File: config.mk
export PLATFORM = sky130hd
export DESIGN_NAME = masked_hpc3_rand_scheduler
export DESIGN_NICKNAME = d
export VERILOG_FILES = /design/src/rtl/masked_hpc3_rand_scheduler.sv
export SDC_FILE = /design/constraint.sdc
export NUM_CORES = 1
export LEC_CHECK = 0
export CORE_MARGIN = 2
export CORE_UTILIZATION = 30
export CTS_CLUSTER_SIZE = 24
export DETAILED_ROUTE_END_ITERATION = 16
export PLACE_DENSITY_LB_ADDON = 0.15
export SYNTH_ARGS = -nofsm -noshare
export SYNTH_HDL_FRONTEND = slang
export SYNTH_SLANG_ARGS = --single-unit
File: constraint.sdc
create_clock -name in_clock -period 3.8 [get_ports in_clock]
set_input_delay 1.14 -clock in_clock [delete_from_list [all_inputs] [get_ports in_clock]]
set_output_delay 1.14 -clock in_clock [all_outputs]
set_load 0.02 [all_outputs]
File: src/rtl/masked_hpc3_rand_scheduler.sv
// Shares one PRNG stream among NUM_REQ HPC3 multipliers; each grant hands out a unique (r, p) chunk from a 2-slot FIFO.
// Latency: request to grant 1 cycle (registered grant/data); a completed chunk is grantable from the next cycle.
// Backpressure: out_rand_ready drops while both chunk slots are full; requests wait while no chunk is stored.
module masked_hpc3_rand_scheduler #(
    parameter  int NUM_SHARES    = 2,
    parameter  int BIT_WIDTH     = 8,
    parameter  int NUM_REQ       = 3,
    parameter  int RAND_IN_WIDTH = 8,
    localparam int NUM_QUADRATIC = NUM_SHARES * (NUM_SHARES - 1) / 2
) (
    input  logic                                      in_clock,
    input  logic                                      in_reset,
    input  logic [RAND_IN_WIDTH-1:0]                  in_rand,
    input  logic                                      in_rand_valid,
    output logic                                      out_rand_ready,
    input  logic [NUM_REQ-1:0]                        in_req,
    output logic [NUM_REQ-1:0]                        out_grant,
    output logic [NUM_QUADRATIC-1:0][BIT_WIDTH-1:0]   out_r,
    output logic [NUM_QUADRATIC-1:0][BIT_WIDTH-1:0]   out_p,
    output logic                                      out_valid
);
    localparam int HALF  = NUM_QUADRATIC * BIT_WIDTH;
    localparam int CHUNK = 2 * HALF;
    localparam int WORDS = CHUNK / RAND_IN_WIDTH;
    localparam int WCW   = (WORDS > 1) ? $clog2(WORDS) : 1;
    localparam int PW    = (NUM_REQ > 1) ? $clog2(NUM_REQ) : 1;

    generate
        if (CHUNK % RAND_IN_WIDTH != 0) begin : g_bad_rand_width
            $error("RAND_IN_WIDTH must divide the chunk width");
        end
    endgenerate

    logic [CHUNK-1:0]     slots [2];
    logic                 wr_ptr;
    logic                 rd_ptr;
    logic [1:0]           count;
    logic [WCW-1:0]       word_cnt;
    logic [PW-1:0]        rr_ptr;
    logic                 active;

    logic                 accept;
    logic                 fill_done;
    logic                 grant_go;
    logic                 found;
    logic [PW-1:0]        pick;
    logic [2*NUM_REQ-1:0] rotated;
    logic [CHUNK-1:0]     head;

    assign out_rand_ready = active & (count != 2'd2);
    assign accept         = in_rand_valid & out_rand_ready;
    assign fill_done      = accept & (word_cnt == WCW'(WORDS - 1));
    assign grant_go       = (count != 2'd0) & found;
    assign head           = slots[rd_ptr];

    // Rotate so that bit 0 is the requester at rr_ptr; the lowest set bit wins.
    always_comb begin
        rotated = {in_req, in_req} >> rr_ptr;
        found   = 1'b0;
        pick    = '0;
        for (int j = 0; j < NUM_REQ; j++) begin
            if (!found && rotated[j]) begin
                found = 1'b1;
                pick  = PW'((int'(rr_ptr) + j) % NUM_REQ);
            end
        end
    end

    // Words land directly in the write slot; a partial chunk is simply forgotten on reset.
    always_ff @(posedge in_clock or negedge in_reset) begin
        if (!in_reset) begin
            for (int s = 0; s < 2; s++) slots[s] <= '0;
            wr_ptr   <= 1'b0;
            rd_ptr   <= 1'b0;
            count    <= 2'd0;
            word_cnt <= '0;
            rr_ptr   <= '0;
            active   <= 1'b0;
        end else begin
            active <= 1'b1;
            if (accept) begin
                slots[wr_ptr][word_cnt*RAND_IN_WIDTH +: RAND_IN_WIDTH] <= in_rand;
                word_cnt <= fill_done ? '0 : word_cnt + 1'b1;
            end
            if (fill_done) wr_ptr <= ~wr_ptr;
            if (grant_go) begin
                rd_ptr <= ~rd_ptr;
                rr_ptr <= (pick == PW'(NUM_REQ - 1)) ? '0 : pick + 1'b1;
            end
            count <= count + {1'b0, fill_done} - {1'b0, grant_go};
        end
    end

    always_ff @(posedge in_clock or negedge in_reset) begin
        if (!in_reset) begin
            out_grant <= '0;
            out_r     <= '0;
            out_p     <= '0;
            out_valid <= 1'b0;
        end else if (grant_go) begin
            out_grant <= NUM_REQ'(1) << pick;
            out_r     <= head[HALF-1:0];
            out_p     <= head[CHUNK-1:HALF];
            out_valid <= 1'b1;
        end else begin
            out_grant <= '0;
            out_r     <= '0;
            out_p     <= '0;
            out_valid <= 1'b0;
        end
    end
endmodule

== Word level (Yosys, flattened, before mapping) ==
Index checks and enable logic that the tools add are counted.

* Multiply operators: 0
* Add/sub/neg operators: 7
* Order comparisons: 3
* Shift operators: 4
* Divide/modulo/power cells: 3
* Muxes and demuxes: 18
* Equal/unequal tests: 2
* Bitwise logic cells: 8
* Reduce and logical (&&, ||, !) cells: 6

{| class="wikitable"
|+ Operators by type and width
! operator !! number
|-
| $mod A32 B3 Y32 const B || 2
|-
| $mux W16 || 4
|-
| $neg A4 Y34 || 1
|-
| $shift A8 B34 Y16 const A || 1
|-
| $shiftx A8 B34 Y16 || 1
|-
| $bwmux W32 || 1
|-
| $mod A3 B3 Y32 const B || 1
|-
| $demux W16 S1 || 1
|-
| $mux W8 || 2
|-
| $mux W2 || 4
|-
| $shr A6 B2 Y3 || 1
|-
| $mux W1 || 5
|-
| $and A1 B1 Y1 || 4
|-
| $ge A2 B2 Y1 const B || 2
|-
| $not A1 Y2 || 2
|-
| $add A2 B1 Y3 const B || 1
|-
| $add A2 B2 Y3 const B || 1
|-
| $logic_and A1 B1 Y1 || 3
|-
| $mux W3 || 1
|-
| $shl A1 B2 Y3 const A || 1
|-
| $add A2 B1 Y2 || 1
|-
| $add A2 B1 Y2 const B || 1
|-
| $eq A2 B2 Y1 const B || 1
|-
| $logic_not A1 Y1 || 2
|-
| other kinds (6) || 7
|}

* Output and inout port bits: 21
* Memories: 0
* Bits in registers: 60
* Memory bits (read-only): 0
* Bits in writable memories: 0
* Bits in latches: 0
* Bits of input ports: 14

== Longest topological paths before layout ==
* Depth after elaboration: 10
* Gate-level depth with buffers: 8

== Least setup slack after synthesis ==
No wires, ideal clock.

* Path kind: in2reg
* From: in in_req[1]
* To: reg count[1]
* Data required time: 3.677 ns
* Slack: 1.147 ns
* Arrival: 2.530 ns
* Cell stages on the path: 8
* Path buffers: 0
* Path through: or2_2 > o22ai_1 > inv_1 > ha_1 > inv_1 > ha_1 > xnor2_1 > xnor2_1

* Cells in the longest elaborated chain, start to end: 10

{| class="wikitable"
|+ RTL lines
! what !! line !! source
|-
| start, declared || 16 || <nowiki>input logic [NUM_REQ-1:0] in_req,</nowiki>
|-
| $shr A6 B2 Y3 (*) || 58 || <nowiki>rotated = {in_req, in_req} >> rr_ptr;</nowiki>
|-
| $mux W1 || 62 || <nowiki>if (!found && rotated[j]) begin</nowiki>
|-
| $logic_not A1 Y1 || 62 ||
|-
| $logic_and A1 B1 Y1 || 62 ||
|-
| $mux W1 || 62 ||
|-
| $logic_not A1 Y1 || 62 ||
|-
| $logic_and A1 B1 Y1 || 62 ||
|-
| $mux W1 (*) || 62 ||
|-
| $and A1 B1 Y1 (*) || 53 || <nowiki>assign grant_go = (count != 2'd0) & found;</nowiki>
|-
| named net grant_go || 44 || <nowiki>logic grant_go;</nowiki>
|-
| $sub A2 B1 Y2 (*) || 90 || <nowiki>count <= count + {1'b0, fill_done} - {1'b0, grant_go};</nowiki>
|-
| end signal, assigned || 90 ||
|-
| end, declared || 37 || <nowiki>logic [1:0] count;</nowiki>
|}

Mark *: on every way through the listed nets, which the timed path passes. The rest lies on a longest branch.
A chain may end at the register's enable or synchronous reset.

== Worst setup path in the final report ==
Ends and elaborated chain as after synthesis.

==> impl_metrics.env <==
export IMPL_status="finished clean"
export IMPL_grt_max_degree=36
export IMPL_final_core_util_pct=37.7
export IMPL_end_kind="register"
export IMPL_synthArstFlopShare_pct=100
export IMPL_place_ws_ns=0.629
export IMPL_cellPowerDensity_mw_per_mm2=840
export IMPL_initialDrtViolationCount=68
export IMPL_synthToLayoutAreaGrowth_pct=23.7
export IMPL_min_period_ns=2.81
export IMPL_path_clk_slew_ns=0.07
export IMPL_regArea_sq_mm=0.00150
export IMPL_core_area_sq_mm=0.00855
export IMPL_cts_buffers=9
export IMPL_diodes=0
export IMPL_syn_nets=216
export IMPL_io_buffers=34
export IMPL_vias=1580
export IMPL_post_route_period_util_pct=74.0
export IMPL_skew_ns=0.00596
export IMPL_synth_distinct_cells=35
export IMPL_tightest_slew_ns=0.985
export IMPL_die_y_um=97.2
export IMPL_critPathMaxFanout=8
export IMPL_crit_required_ns=4.06
export IMPL_worstRegToRegCells=8
export IMPL_maxCapViolCount=0
export IMPL_clockRootBuffer="clkbuf_8"
export IMPL_syn_area_per_cell_sq_um=13.3
export IMPL_synth_edf_count=0
export IMPL_gp_congestion=0.784
export IMPL_dp_cells=332
export IMPL_ant_nets=0
export IMPL_final_cell_mix="dfrtp_1 (60), clkdlybuf4s50_1 (33), mux2_2 (32), nor2_1 (19), mux2i_1 (16)"
export IMPL_cts_setup_buffers=0
export IMPL_grt_usage_pct=11.1
export IMPL_yosysTopAreaCell="dfrtp_1"
export IMPL_ctsLongestPathBuffers=2
export IMPL_syn_inst=196
export IMPL_drive_gt1_share_pct=24.8
export IMPL_dp_hpwl_um=3100
export IMPL_fin_ws_ns=0.988
export IMPL_synth_flop_cell="dfrtp_1"
export IMPL_synth_top_cells_by_area="dfrtp_1 (58%), mux2_2 (14%), mux2i_1 (6.1%)"
export IMPL_drv_slew=0
export IMPL_clock_sinks=60
export IMPL_synth_seq_area_share_pct=57.6
export IMPL_ys_ff_latch=60
export IMPL_rows=34
export IMPL_die_w_um=97.2
export IMPL_wl_per_cell_um=14.1
export IMPL_viasPerCell=4.57
export IMPL_arrival_ns=3.07
export IMPL_dr_pass1_iters=4
export IMPL_dieArea_sq_mm=0.00945
export IMPL_antenna_found_initial=0
export IMPL_worstSkewPairLatency_ns=0.33
export IMPL_start_kind="input port"
export IMPL_synth_warnings=0
export IMPL_nNetsFinal=255
export IMPL_gr_total_overflow=0
export IMPL_final_common_cell="dfrtp_1"
export IMPL_path_class="in2reg"
export IMPL_finalSetupTns_ns=0
export IMPL_hold_viol_final=0
export IMPL_layout_cells_non_filler=346
export IMPL_hp_class="reg2reg"
export IMPL_grt_pass1_vias=1568
export IMPL_max_freq_mhz=356
export IMPL_synth_area_sq_mm=0.00261
export IMPL_setup_viol_count_final=0
export IMPL_slew_headroom_pct=34.4
export IMPL_totalWireLength_um=4890
export IMPL_hold_depth=1
export IMPL_initial_utilization_pct=30.5
export IMPL_yosys_area_top_type_share_pct=57.6
export IMPL_power_leakage_nw=1.44
export IMPL_peakVddDrop_v=0.000317
export IMPL_multi_input_area_sq_mm=0.00104
export IMPL_fillCellCount=836
export IMPL_pin_count=35
export IMPL_post_cts_resized=0
export IMPL_grt_pass1_wl_um=8020
export IMPL_rsz0062_at_grt="no"
export IMPL_drc=0
export IMPL_ctsHoldBuffers=0
export IMPL_cts_max_level=3
export IMPL_cts_tree="built"
[logic make-up after synthesis]
logic type,count (synthesis),share of synthesized area [%]
xor+xnor,6,2.02
other cells,1,0.144
compound gates,14,4.51
simple gates,48,10.2
flops,60,57.6
fa+ha+maj,6,2.88
buf+inv,13,2.64
mux,48,20.0
[path summary, 6_finish.rpt]
kind / startpoint / slack, ns / endpoint
hold / removal: slots[27] / 0.50 / slots[27]
hold reg to reg: slots[27] / 0.50 / slots[27]
max in group asynchronous: in_reset / 2.10 / out_r[5]
setup reg to reg: count[0] / 1.99 / count[1]
min in group asynchronous: in_reset / 0.82 / out_grant[1]
setup / recovery: in_req[1] / 0.99 / count[1]
[through the flow]
step / area, sq um / total power [mW] / hold WS (ns)
2_1_floorplan: 2610 / 1.89 / 0.479
3_3_place_gp: 3050 / 2.22 / 0.487
3_5_place_dp: 3050 / 2.23 / 0.494
4_1_cts: 3220 / 2.75 / 0.509
5_1_grt: 3220 / 2.90 / 0.518
6_report: 3220 / 2.71 / 0.505
[cells in the mapped netlist, types with 2 or more instances]
master / n
nor2b_4: 2
mux2i_1: 16
nand4bb_1: 2
nand2_1: 9
o22ai_1: 2
nor2_1: 19
mux2_2: 32
clkbuf_1: 2
ha_1: 6
nand2b_1: 3
nor3_1: 2
inv_1: 5
dfrtp_1: 60
buf_2: 4
buf_6: 2
nand3_1: 2
nor2b_1: 2
a21oi_1: 2
xnor2_1: 6
a22oi_1: 3
[critical path, cell delays in order]
cell	delay (ns)
clkdlybuf4s50_1	0.52
or2_2	0.36
o22ai_2	0.13
inv_1	0.12
ha_1	0.29
inv_1	0.04
ha_1	0.17
xnor2_1	0.16
xnor2_1	0.13
[cell type report]
cell class	instances	share of cell area, %
clock buffers	12	5.12
clock inverters	2	0.311
inverters	5	0.582
multi-input cells	123	32.3
flip-flops and latches	60	46.6
well taps	108	4.19
repair buffers	36	10.9
[power breakdown]
part,total (mW),internal (mW),switching (mW)
registers,1.16,0.939,0.224
logic,1.03,0.562,0.467
clock network,0.514,0.280,0.234
[sequential cells by signal, summed over array words and instances (netlist names), 2 cells and up]
| register | cells |
|---|---|
| out_grant | 3 |
| rr_ptr | 2 |
| slots | 32 |
| out_r | 8 |
| out_p | 8 |
| count | 2 |
[metal layers]
| layer | part of all wire [%] | global-route usage, % | vias up | wire (um) |
|---|---|---|---|---|
| li1 | - | - | 750 | - |
| met4 | 2.1 | 5.85 | 0 | 103 |
| met2 | 45 | 16.3 | 31 | 2210 |
| met5 | 0 | 0 | - | 0 |
| met3 | 3.9 | 3.09 | 11 | 190 |
| met1 | 49 | 14.8 | 788 | 2390 |
(Power assumes the default switching activity.)
